$ cat config.mk
export PLATFORM = sky130hd
export DESIGN_NAME = updown_counter_param_flat
export DESIGN_NICKNAME = d
export VERILOG_FILES = /design/src/rtl/updown_counter_param_if.sv /design/src/rtl/updown_counter_param.sv /design/src/flat_wrapper.sv
export SDC_FILE = /design/constraint.sdc
export NUM_CORES = 1
export LEC_CHECK = 0
export CAP_MARGIN = 25
export CORE_MARGIN = 4
export CORE_UTILIZATION = 47
export CTS_CLUSTER_SIZE = 40
export DETAILED_ROUTE_END_ITERATION = 7
export PLACE_DENSITY = 0.76
export SETUP_SLACK_MARGIN = 0.4
export SLEW_MARGIN = 20
export SYNTH_ARGS = -nofsm -noshare
export SYNTH_HDL_FRONTEND = slang
export SYNTH_SLANG_ARGS = --single-unit
$ cat constraint.sdc
create_clock -name clk -period 2.57 [get_ports clk]
set_input_delay 0.514 -clock clk [delete_from_list [all_inputs] [get_ports clk]]
set_output_delay 0.514 -clock clk [all_outputs]
set_load 0.03 [all_outputs]
$ cat src/rtl/updown_counter_param_if.sv
// Control/status bundle for updown_counter_param.
// The master drives the controls and the slave (the counter) returns its status.
interface updown_counter_param_if #(
  parameter int WIDTH = 5
);
  logic             en;
  logic             up_dn;
  logic             sat_mode;
  logic [WIDTH-1:0] limit;
  logic             load;
  logic [WIDTH-1:0] load_val;
  logic [WIDTH-1:0] count;
  logic             wrap;
  logic             at_min;
  logic             at_max;

  modport master (
    output en, up_dn, sat_mode, limit, load, load_val,
    input  count, wrap, at_min, at_max
  );

  modport slave (
    input  en, up_dn, sat_mode, limit, load, load_val,
    output count, wrap, at_min, at_max
  );
endinterface

$ cat src/rtl/updown_counter_param.sv
// Programmable up/down counter over the range [0..limit].
// Supports wrap or saturate at the boundaries, parallel load, and status flags.
module updown_counter_param #(
  parameter int               WIDTH     = 5,
  parameter logic [WIDTH-1:0] RESET_VAL = {WIDTH{1'b1}}
) (
  input  logic                         clk,
  input  logic                         reset,
  updown_counter_param_if.slave        bus
);

  logic [WIDTH-1:0] cnt_q, cnt_d;
  logic             wrap_q, wrap_d;
  logic             hit_top, hit_bot;

  // A count above limit counts as "at the top", so an up step from there is a boundary event.
  assign hit_top = (cnt_q >= bus.limit);
  assign hit_bot = (cnt_q == '0);

  always_comb begin
    cnt_d  = cnt_q;
    wrap_d = 1'b0;
    if (bus.load) begin
      cnt_d = (bus.load_val > bus.limit) ? bus.limit : bus.load_val;
    end else if (bus.en) begin
      if (bus.up_dn) begin
        if (!hit_top)           cnt_d = cnt_q + 1'b1;
        else begin
          wrap_d = 1'b1;
          if (!bus.sat_mode)    cnt_d = '0;
        end
      end else begin
        // An out-of-range value decays by one per step until it re-enters the range.
        if (!hit_bot)           cnt_d = cnt_q - 1'b1;
        else begin
          wrap_d = 1'b1;
          if (!bus.sat_mode)    cnt_d = bus.limit;
        end
      end
    end
  end

  always_ff @(posedge clk) begin
    if (reset) begin
      cnt_q  <= RESET_VAL;
      wrap_q <= 1'b0;
    end else begin
      cnt_q  <= cnt_d;
      wrap_q <= wrap_d;
    end
  end

  assign bus.count  = cnt_q;
  assign bus.wrap   = wrap_q;
  assign bus.at_min = hit_bot;
  assign bus.at_max = hit_top;

endmodule
$ cat src/flat_wrapper.sv
// flat-port wrapper written by rule: the top's interface ports become plain ports
module updown_counter_param_flat 
#(
  parameter int               WIDTH     = 5,
  parameter logic [WIDTH-1:0] RESET_VAL = {WIDTH{1'b1}}
)
  (clk, reset, bus_en, bus_up_dn, bus_sat_mode, bus_limit, bus_load, bus_load_val, bus_count, bus_wrap, bus_at_min, bus_at_max);
  updown_counter_param_if #(.WIDTH(WIDTH)) bus_i ();
  input  logic clk;
  input  logic reset;
  input wire logic [$bits(bus_i.en)-1:0] bus_en;
  input wire logic [$bits(bus_i.up_dn)-1:0] bus_up_dn;
  input wire logic [$bits(bus_i.sat_mode)-1:0] bus_sat_mode;
  input wire logic [$bits(bus_i.limit)-1:0] bus_limit;
  input wire logic [$bits(bus_i.load)-1:0] bus_load;
  input wire logic [$bits(bus_i.load_val)-1:0] bus_load_val;
  output wire logic [$bits(bus_i.count)-1:0] bus_count;
  output wire logic [$bits(bus_i.wrap)-1:0] bus_wrap;
  output wire logic [$bits(bus_i.at_min)-1:0] bus_at_min;
  output wire logic [$bits(bus_i.at_max)-1:0] bus_at_max;
  assign bus_i.en = bus_en;
  assign bus_i.up_dn = bus_up_dn;
  assign bus_i.sat_mode = bus_sat_mode;
  assign bus_i.limit = bus_limit;
  assign bus_i.load = bus_load;
  assign bus_i.load_val = bus_load_val;
  assign bus_count = bus_i.count;
  assign bus_wrap = bus_i.wrap;
  assign bus_at_min = bus_i.at_min;
  assign bus_at_max = bus_i.at_max;
  updown_counter_param #(.WIDTH(WIDTH), .RESET_VAL(RESET_VAL)) u_core (.clk(clk), .reset(reset), .bus(bus_i));
endmodule
==> impl_metrics.env, run 1 <==
export IMPL_status="finished clean"
export IMPL_synth_flop_cell="dfxtp_1"
export IMPL_setup_ws_ns=0.3437
export IMPL_drive_gt1_share_pct=44.97
export IMPL_r2r_setup_slack_ns=0.36
export IMPL_antenna_found_initial=0
export IMPL_dp_hpwl_um=2031
export IMPL_wirelength_um=3167
export IMPL_synth_edf_count=0
export IMPL_hold_ws_ns=0.5280
export IMPL_holdBufCountCts=0
export IMPL_p_sw_w=0.0002369
export IMPL_cts_buffers=3
export IMPL_grt_overflow_total=0
export IMPL_nNetsFinal=178
export IMPL_multi_input_area_sq_um=839.6
export IMPL_fp_row_count=15
export IMPL_fillCellCount=82
export IMPL_regArea_sq_um=133.9
export IMPL_setup_violations=0
export IMPL_syn_cell_area_sq_um=844.6
export IMPL_floorplan_initialDensity_pct=49.45
export IMPL_netlist_area_leader_share_pct=17.78
export IMPL_cp_start_kind="primary input"
export IMPL_post_drt_via_cell_ratio=6.172
export IMPL_critical_path_class="primary input to flop"
export IMPL_synth_cell_types=40
export IMPL_critPathCapture="u_core.bus.count[3]"
export IMPL_firstDrtPassIters=5
export IMPL_min_path_type="flop to flop"
export IMPL_p_seq_share_pct=21.5
export IMPL_yosysWarnings=0
export IMPL_drt_iter0_markers=68
export IMPL_grt_first_pass_wirelength_um=4478
export IMPL_ys_seq_area_share_pct=14.22
export IMPL_cts_root_buf="clkbuf_4"
export IMPL_rsz0062_at_grt="yes"
export IMPL_worstSetupStartpoint="bus_limit[2]"
export IMPL_clk_latency_ns=0.25
export IMPL_synth_top_area_cell="ha_1"
export IMPL_core_area_sq_mm=0.001708
export IMPL_rr_startpoint="u_core.bus.count[0]"
export IMPL_die_area_sq_mm=0.002539
export IMPL_clkSlewWorstSetupHoldPaths_ns=0.05
export IMPL_ios=24
export IMPL_setup_tns_ns=0
export IMPL_peakVddDrop_mv=0.2414
export IMPL_hold_depth=1
export IMPL_period_minus_slack_ns=2.226
export IMPL_fin_crit_sh_pct=86.63
export IMPL_synthTopCellsByArea="ha_1 (18%), dfxtp_1 (14%), a221o_1 (7.1%)"
export IMPL_maxSlewViolCount=0
export IMPL_antenna_cells=0
export IMPL_p_total_w=0.0005874
export IMPL_clock_sinks=6
export IMPL_intPower_w=0.0003505
export IMPL_htreeDepth=1
export IMPL_wl_per_cell_um=18.20
export IMPL_die_w_um=50.39
export IMPL_crit_arrival_ns=2.34
export IMPL_syn_mean_instance_area_sq_um=8.446
export IMPL_grt_util_all_layers_pct=23.11
export IMPL_yosys_cell_count_top_type="ha_1"
export IMPL_worst_slew_pin_slew_ns=0.4958
export IMPL_worstPathRequired_ns=2.69
export IMPL_cap_violations=0
export IMPL_p_comb_share_pct=62.3
export IMPL_fmax_mhz=449.2
export IMPL_netlist_instances=100
export IMPL_synth_top_cells_by_count="ha_1 (12), inv_1 (11), o21ai_0 (7)"
export IMPL_via_count=1074
export IMPL_grt_pass1_vias=1004
export IMPL_pwr_share_clk_pct=16.3
export IMPL_pre_cts_slack_ns=-0.5682
export IMPL_slew_headroom_pct=66.95
export IMPL_grt_max_degree=12
export IMPL_end_kind="flop"
export IMPL_drc=0
export IMPL_ys_ff_latch=6
export IMPL_cts_tree="done"
export IMPL_post_route_util_pct=87.40
export IMPL_ys_async_sr_fraction_pct=0
export IMPL_clock_skew_final_ns=0.001722
export IMPL_gp_congestion=0.8288
export IMPL_r2r_end="u_core.bus.count[3]"
export IMPL_area_delta_synth_final_pct=76.74
export IMPL_port_buffers=23
export IMPL_r2r_cells=11
export IMPL_path_max_fanout=3
export IMPL_ant_nets=0
export IMPL_syn_nets=128
export IMPL_cellPowerDensity_mw_per_mm2=393.5
export IMPL_leakage_nw=0.6318
export IMPL_die_h_um=50.39
export IMPL_timing_final_hold_violations=0
export IMPL_clockBufferDepth=2
export IMPL_p_sw_share_pct=40.32
-- placed cells by master (no fill, tap or decap), types with 2 or more instances in the layout --
master	n
dfxtp_4	3
clkbuf_2	2
o21ai_2	3
ha_4	7
ha_1	5
clkdlybuf4s50_1	12
dfxtp_2	2
clkbuf_4	3
nor2_1	4
nand2_1	6
buf_2	2
a31oi_1	3
nor3_1	2
buf_4	21
xnor2_1	3
inv_4	2
dlygate4sd2_1	4
buf_6	5
a221o_1	6
o21ai_0	3
a21o_1	2
inv_2	3
inv_1	6
nand3_1	5
-- power by group through the flow --
| stage | clock, W | sequential (W) | combinational (W) |
|---|---|---|---|
| floorplan | 0 | 0.000142 | 0.000161 |
| global placement | 0 | 0.000130 | 0.000273 |
| detailed placement | 0 | 0.000130 | 0.000281 |
| CTS | 0.0000953 | 0.000127 | 0.000325 |
| global route | 0.000105 | 0.000128 | 0.000388 |
| finish | 0.0000955 | 0.000126 | 0.000366 |
-- state kept, by name, summed over array words and instances, names as in the netlist --
name              count
u_core.bus.count      5
u_core.bus.wrap       1
-- cell type report --
class                   count  share of cell area, %
flip-flops and latches      6                  8.969
repair buffers             48                  27.83
inverters                  11                  3.101
clock buffers               4                  1.760
well taps                  25                  2.096
multi-input cells          80                  56.24
-- worst min path at each step --
stage / from / to
2_1_floorplan: u_core.bus.count[0] / u_core.bus.count[0]
3_3_place_gp: u_core.bus.count[1] / u_core.bus.count[1]
6_report: u_core.bus.count[1] / u_core.bus.count[1]
3_5_place_dp: u_core.bus.count[1] / u_core.bus.count[1]
4_1_cts: u_core.bus.count[1] / u_core.bus.count[1]
5_1_grt: u_core.bus.count[1] / u_core.bus.count[1]
-- logic make-up after synthesis --
group / count (synthesis) / share of synthesized area, %
AO/OA/AOI/OAI: 36 / 36.30
AND/OR/NAND/NOR: 27 / 18.96
buffers and inverters: 14 / 7.407
adder cells (fa/ha/maj): 12 / 17.78
flip-flops: 6 / 14.22
XOR/XNOR: 4 / 4.149
multiplexers: 1 / 1.185
-- stage by stage --
| step | cells | cell area (sq um) |
|---|---|---|
| 5_1_grt | 174 | 1493 |
| 4_1_cts | 169 | 1410 |
| 6_report | 174 | 1493 |
| 3_5_place_dp | 159 | 1231 |
| 3_3_place_gp | 159 | 1231 |
| 2_1_floorplan | 100 | 892.1 |
-- worst max-delay path: stages --
cell,delay (ns)
buf_8,0.10
inv_4,0.05
ha_4,0.19
a21o_1,0.20
buf_6,0.12
a2111oi_4,0.32
buf_4,0.20
o32ai_4,0.11
buf_6,0.14
buf_6,0.12
a21oi_4,0.18
o31ai_4,0.09
-- what timing repair did --
action,4_1_cts,5_1_grt
buffers inserted,6,5
hold endpoints to repair,0,0
pin swaps,15,9
setup endpoints to repair,8,6
resized for setup,54,13
-- layer usage --
metal  track usage [%]  routed length (um)  up-vias
met5                 0                   0        -
met4             9.865                  77        0
met3             1.187                 156       13
met2             40.87                1580       48
met1             28.78                1353      521
li1                  -                   -      492
Note: power is estimated with default switching activity, not from simulation.
==> inputs of run 2 (changes only) <==
--- a/config.mk
+++ b/config.mk
@@ -7,10 +7,10 @@
 export LEC_CHECK = 0
 export CAP_MARGIN = 25
 export CORE_MARGIN = 4
-export CORE_UTILIZATION = 47
+export CORE_UTILIZATION = 42
 export CTS_CLUSTER_SIZE = 40
 export DETAILED_ROUTE_END_ITERATION = 7
-export PLACE_DENSITY = 0.76
+export PLACE_DENSITY = 0.72
 export SETUP_SLACK_MARGIN = 0.4
 export SLEW_MARGIN = 20
 export SYNTH_ARGS = -nofsm -noshare
==> constraint.sdc (replaced) <==
create_clock -name clk -period 1.9 [get_ports clk]
set_input_delay 0.38 -clock clk [delete_from_list [all_inputs] [get_ports clk]]
set_output_delay 0.38 -clock clk [all_outputs]
set_load 0.03 [all_outputs]
==> run 2 against run 1 <==
Compared with the run above:
- global-route usage grew 5.9 points
- the run now ends with negative setup slack left
- cell area grew 5.5%
- largest power group unchanged
- die area grew 10%
- first-iteration DRC count shrank 51%
==> impl_metrics.env, run 2 (synthesis gave the netlist of run 1 again) <==
export IMPL_status="finished, violations left"
export IMPL_violations="negative setup slack"
export IMPL_timing_final_hold_violations=0
export IMPL_slew_headroom_pct=70.92
export IMPL_cts_root_buf="clkbuf_4"
export IMPL_min_path_type="flop to flop"
export IMPL_grt_util_all_layers_pct=29.02
export IMPL_cp_slowest_cell="dfxtp_4"
export IMPL_clock_skew_final_ns=0.004212
export IMPL_crit_arrival_ns=1.66
export IMPL_die_h_um=52.84
export IMPL_drive_gt1_share_pct=52.80
export IMPL_fp_row_count=15
export IMPL_critPathBufInv=2
export IMPL_peakVddDrop_mv=0.4564
export IMPL_placed_cells=173
export IMPL_dp_hpwl_um=2330
export IMPL_port_buffers=23
export IMPL_nNetsFinal=190
export IMPL_drc=0
export IMPL_p_comb_share_pct=65.2
export IMPL_area_delta_synth_final_pct=86.52
export IMPL_p_sw_share_pct=41.68
export IMPL_grt_overflow_total=0
export IMPL_largest_register_ffs=5
export IMPL_crit_family="compound AO/OA/AOI/OAI gates"
export IMPL_pwr_share_clk_pct=16.7
export IMPL_ios=24
export IMPL_clock_sinks=6
export IMPL_critical_path_class="flop to primary output"
export IMPL_p_sw_w=0.0003550
export IMPL_die_w_um=52.84
export IMPL_cellPowerDensity_mw_per_mm2=540.7
export IMPL_clk_latency_ns=0.26
export IMPL_period_minus_slack_ns=2.041
export IMPL_clkSlewWorstSetupHoldPaths_ns=0.05
export IMPL_antenna_found_initial=0
export IMPL_setup_tns_ns=-0.6373
export IMPL_wl_per_cell_um=19.55
export IMPL_worst_slew_pin_slew_ns=0.4307
export IMPL_fin_crit_sh_pct=107.4
export IMPL_leakage_nw=0.6914
export IMPL_fmax_mhz=490.0
export IMPL_maxSlewViolCount=0
export IMPL_die_area_sq_mm=0.002792
export IMPL_firstDrtPassIters=4
export IMPL_via_count=1166
export IMPL_grt_pass1_vias=1263
export IMPL_final_cells=186
export IMPL_holdBufCountCts=0
export IMPL_wirelength_um=3637
export IMPL_core_area_sq_mm=0.001821
export IMPL_end_kind="primary output"
export IMPL_drt_iter0_markers=33
export IMPL_cts_tree="done"
export IMPL_grt_first_pass_wirelength_um=5906
export IMPL_final_cell_mix="buf_4 (33), dlygate4sd2_1 (7)"
export IMPL_clockBufferDepth=2
export IMPL_crit_chain="inv_4 > ha_4 > nand2b_4 > a211o_1 > a21o_4 > buf_6"
export IMPL_path_max_fanout=2
export IMPL_htreeDepth=1
export IMPL_ant_nets=0
export IMPL_cp_start_kind="flop"
export IMPL_gp_congestion=0.9044
export IMPL_floorplan_initialDensity_pct=46.39
export IMPL_cts_buffers=3
export IMPL_worstPathRequired_ns=1.52
export IMPL_rsz0062_at_grt="yes"
export IMPL_layout_commonest_cell="buf_4"
export IMPL_cap_violations=0
export IMPL_intPower_w=0.0004967
export IMPL_slowest_delay_ns=0.35
export IMPL_grt_max_degree=13
export IMPL_fillCellCount=91
export IMPL_setup_violations=6
export IMPL_setup_ws_ns=-0.1407
export IMPL_p_seq_share_pct=18.1
export IMPL_antenna_cells=0
export IMPL_post_drt_via_cell_ratio=6.269
## run 2: worst min-delay path: cells and delay by family (launching register included)
kind / cells / cell delay (ns)
buffers and inverters: 1 / 0.12
flip-flops: 1 / 0.35
AO/OA/AOI/OAI: 1 / 0.15
## run 2: worst paths after layout
kind	to	depth (start not counted)	from	slack (ns)
worst max-delay path	bus_at_max	6	u_core.bus.count[0]	-0.14
worst min-delay path	u_core.bus.count[1]	2	u_core.bus.count[1]	0.65
worst max register to register	u_core.bus.count[1]	8	u_core.bus.count[0]	-0.13
worst min register to register	u_core.bus.count[1]	2	u_core.bus.count[1]	0.65
## run 2: what timing repair did
| item | in CTS | in global routing |
|---|---|---|
| setup endpoints to repair | 14 | 11 |
| gates cloned | 1 | 0 |
| pin swaps | 25 | 6 |
| setup buffers | 7 | 1 |
| resized for setup | 69 | 9 |
## run 2: area by class of cell
cell class	count	area (sq um)	share of cell area, %
Clock buffer	4	26.28	1.668
Sequential cell	6	133.9	8.499
Timing Repair Buffer	59	481.7	30.58
Multi-Input combinational cell	81	858.3	54.49
Inverter	11	43.79	2.780
Tap cell	25	31.28	1.986
## run 2: through the flow
stage	instance area, sq um	worst slack (ns)	power (W)	utilization (%)	hold WS, ns
after floorplan	899.6	-0.2893	0.0004155	-	0.4771
after global placement	1341	-0.9418	0.0005858	73.68	0.6277
after detailed placement	1341	-0.9515	0.0005988	73.68	0.6542
after CTS	1568	-0.1405	0.0008193	86.12	0.6466
after global routing	1575	-0.1969	0.0008974	86.53	0.6503
final	1575	-0.1407	0.0008517	86.53	0.6472
## run 2: layer usage
metal	track usage [%]	wire length [um]	vias up
li1	-	-	523
met1	30.68	1412	553
met2	51.65	1800	66
met3	7.977	246	24
met4	14.89	178	0
met5	0	0	-
## run 2: power by group through the flow
stage / Clock [W] / Sequential, W / Combinational, W
floorplan: 0 / 0.000192 / 0.000224
global placement: 0 / 0.000154 / 0.000432
detailed placement: 0 / 0.000154 / 0.000444
CTS: 0.000140 / 0.000154 / 0.000526
global route: 0.000150 / 0.000155 / 0.000592
finish: 0.000142 / 0.000154 / 0.000556
==> inputs of run 3 (changes only) <==
--- a/config.mk
+++ b/config.mk
@@ -5,14 +5,16 @@
 export SDC_FILE = /design/constraint.sdc
 export NUM_CORES = 1
 export LEC_CHECK = 0
+export ABC_AREA = 1
 export CAP_MARGIN = 25
 export CORE_MARGIN = 4
-export CORE_UTILIZATION = 42
+export CORE_UTILIZATION = 44
 export CTS_CLUSTER_SIZE = 40
 export DETAILED_ROUTE_END_ITERATION = 7
-export PLACE_DENSITY = 0.72
+export PLACE_DENSITY = 0.73
 export SETUP_SLACK_MARGIN = 0.4
-export SLEW_MARGIN = 20
+export SKIP_LAST_GASP = 1
+export SLEW_MARGIN = 30
 export SYNTH_ARGS = -nofsm -noshare
 export SYNTH_HDL_FRONTEND = slang
 export SYNTH_SLANG_ARGS = --single-unit
==> run 3 against run 2 <==
Compared with the run above:
- the run now ends clean
- critical endpoint unchanged
- synthesized area rose by 13%
- largest cell class unchanged
- first-iteration DRC count is 52% higher
- final cell count is 28% higher
- worst setup slack better by 0.33 ns
- register-to-register slack improved by 0.43 ns
- global-route usage shrank 4.0 points
- non-clock buffer count shrank 9
- maximum frequency increased by 19%
==> impl_metrics.env, run 3 <==
export IMPL_nNetsFinal=241
export IMPL_core_area_sq_mm=0.002022
export IMPL_end_kind="primary output"
export IMPL_post_drt_via_cell_ratio=5.310
export IMPL_syn_nets=189
export IMPL_ys_ff_latch=6
export IMPL_slowest_delay_ns=0.36
export IMPL_r2r_cells=11
export IMPL_die_h_um=54.61
export IMPL_netlist_area_leader_share_pct=22.77
export IMPL_antenna_found_initial=0
export IMPL_min_path_type="primary input to flop"
export IMPL_final_cell_mix="nand2_1 (48), buf_4 (22), inv_1 (17)"
export IMPL_die_area_sq_mm=0.002982
export IMPL_r2r_setup_slack_ns=0.30
export IMPL_htreeDepth=1
export IMPL_hold_path_end="u_core.bus.count[2]"
export IMPL_via_count=1269
export IMPL_gp_congestion=0.8788
export IMPL_cellPowerDensity_mw_per_mm2=522.5
export IMPL_synth_flop_cell="dfxtp_1"
export IMPL_grt_util_all_layers_pct=24.99
export IMPL_maxSlewViolCount=0
export IMPL_rsz0062_at_grt="yes"
export IMPL_clock_skew_final_ns=0.01478
export IMPL_netlist_instances=161
export IMPL_die_w_um=54.61
export IMPL_syn_mean_instance_area_sq_um=5.937
export IMPL_peakVddDrop_mv=0.3616
export IMPL_timing_final_hold_violations=0
export IMPL_fmax_mhz=585.1
export IMPL_post_route_util_pct=82.61
export IMPL_cts_root_buf="clkbuf_4"
export IMPL_grt_pass1_vias=1176
export IMPL_worstPathRequired_ns=1.52
export IMPL_drt_iter0_markers=50
export IMPL_port_buffers=23
export IMPL_yosys_cell_count_top_type="nand2_1"
export IMPL_placed_cells=218
export IMPL_clkSlewWorstSetupHoldPaths_ns=0.06
export IMPL_ys_seq_area_share_pct=12.57
export IMPL_synth_top_area_cell="nand2_1"
export IMPL_dp_hpwl_um=2240
export IMPL_setup_tns_ns=0
export IMPL_critical_path_class="flop to primary output"
export IMPL_worstHoldStart="bus_limit[2]"
export IMPL_cp_start_kind="flop"
export IMPL_synth_top_cells_by_count="nand2_1 (58), inv_1 (26), nand3_1 (19)"
export IMPL_hold_depth=7
export IMPL_drc=0
export IMPL_clockBufferDepth=2
export IMPL_pre_cts_slack_ns=-0.2836
export IMPL_setup_violations=0
export IMPL_hold_ws_ns=0.5916
export IMPL_ys_async_sr_fraction_pct=0
export IMPL_ant_nets=0
export IMPL_worst_slew_pin_slew_ns=0.3415
export IMPL_crit_arrival_ns=1.33
export IMPL_cts_buffers=3
export IMPL_period_minus_slack_ns=1.709
export IMPL_grt_first_pass_wirelength_um=5285
export IMPL_cap_violations=0
export IMPL_worstSetupStartpoint="u_core.bus.count[4]"
export IMPL_wirelength_um=3535
export IMPL_rr_startpoint="u_core.bus.count[0]"
export IMPL_final_cells=239
export IMPL_cp_slowest_cell="dfxtp_4"
export IMPL_yosysWarnings=0
export IMPL_path_max_fanout=4
export IMPL_largest_register_ffs=5
export IMPL_grt_overflow_total=0
export IMPL_r2r_end="u_core.bus.count[3]"
export IMPL_layout_commonest_cell="nand2_1"
export IMPL_clock_sinks=6
export IMPL_fin_crit_sh_pct=89.95
export IMPL_syn_cell_area_sq_um=955.9
export IMPL_drive_gt1_share_pct=42.92
export IMPL_synth_cell_types=23
export IMPL_ios=24
export IMPL_floorplan_initialDensity_pct=47.28
export IMPL_antenna_cells=0
export IMPL_clk_latency_ns=0.27
export IMPL_fp_row_count=16
export IMPL_area_delta_synth_final_pct=74.74
export IMPL_setup_ws_ns=0.1910
export IMPL_status="finished clean"
export IMPL_grt_max_degree=9
export IMPL_wl_per_cell_um=14.79
export IMPL_slew_headroom_pct=77.17
export IMPL_synthTopCellsByArea="nand2_1 (23%), ha_1 (16%), dfxtp_1 (13%)"
export IMPL_synth_edf_count=0
export IMPL_cts_tree="done"
export IMPL_leakage_nw=0.8269
export IMPL_firstDrtPassIters=4
export IMPL_crit_chain="ha_4 > nand2_4 > nor2_4 > nand2_2 > nand3_4 > buf_6"
==> run 3: changes by cell type in the layout (fill, tap and decap cells not counted), sizes merged, moves of 3 or more <==
| cell | delta |
|---|---|
| inv | +17 |
| a221o | -6 |
| buf | -10 |
| nand4 | +5 |
| nor2 | +4 |
| nand2 | +53 |
| a21oi | +6 |
| a31oi | -3 |
| nand3 | +18 |
==> run 3: logic make-up (layout without fill, tap and decap cells) <==
family,after synthesis,count (layout),synth area share (%)
XOR/XNOR,2,2,1.833
buffers and inverters,31,82,15.97
flip-flops,6,6,12.57
AO/OA/AOI/OAI,13,13,7.198
AND/OR/NAND/NOR,97,97,46.73
adder cells (fa/ha/maj),12,12,15.71
==> run 3: metrics by stage <==
stage          instance area [sq um]  power (W)
3_3_place_gp                    1388  0.0005953
6_report                        1670  0.0008728
2_1_floorplan                   1099  0.0004693
5_1_grt                         1670  0.0009327
4_1_cts                         1614  0.0008329
3_5_place_dp                    1388  0.0006048
==> run 3: worst max-delay path: cells and delay by family, from the launching register on <==
family,cells,cell delay [ns]
flops,1,0.36
buf+inv,1,0.13
fa+ha+maj,1,0.28
simple gates,4,0.28
==> run 3: repair_timing <==
action,4_1_cts,5_1_grt
endpoints found under the setup margin,14,7
resized for setup,55,9
hold buffers,0,0
pin swaps,21,12
hold endpoints to repair,0,0
buffers inserted,16,1
==> run 3: power by group <==
group | total, W | internal, W | leakage [nW] | switching, W
clock | 0.000140 | 0.0000804 | 0.0150 | 0.0000598
combinational | 0.000566 | 0.000251 | 0.761 | 0.000316
sequential | 0.000166 | 0.000143 | 0.0507 | 0.0000229
total | 0.000873 | 0.000474 | 0.827 | 0.000398
==> run 3: layout make-up <==
type | instances | area [sq um]
Multi-Input combinational cell | 124 | 918.4
Fill cell | 134 | 351.6
Clock buffer | 4 | 26.28
Inverter | 28 | 120.1
Timing Repair Buffer | 50 | 432.9
Tap cell | 27 | 33.78
Sequential cell | 6 | 138.9
==> run 3: how the worst max path moves through the flow <==
stage / to / slack [ns] / depth (start not counted)
after floorplan: u_core.bus.count[1] / 0.35 / 10
after CTS: bus_at_max / 0.17 / 6
after global routing: bus_at_max / 0.15 / 6
final: bus_at_max / 0.19 / 6
after detailed placement: u_core.bus.count[3] / -0.28 / 11
after global placement: bus_at_max / -0.26 / 8
==> run 3: layer usage <==
metal  routed length [um]  share of wire, %  track usage (%)  vias up
met3                  212               6.0            3.815       12
met5                    0                 0                0        -
li1                     -                 -                -      619
met2                 1817                51            46.65       64
met4                   97               2.7            6.639        0
met1                 1408                40            28.82      574
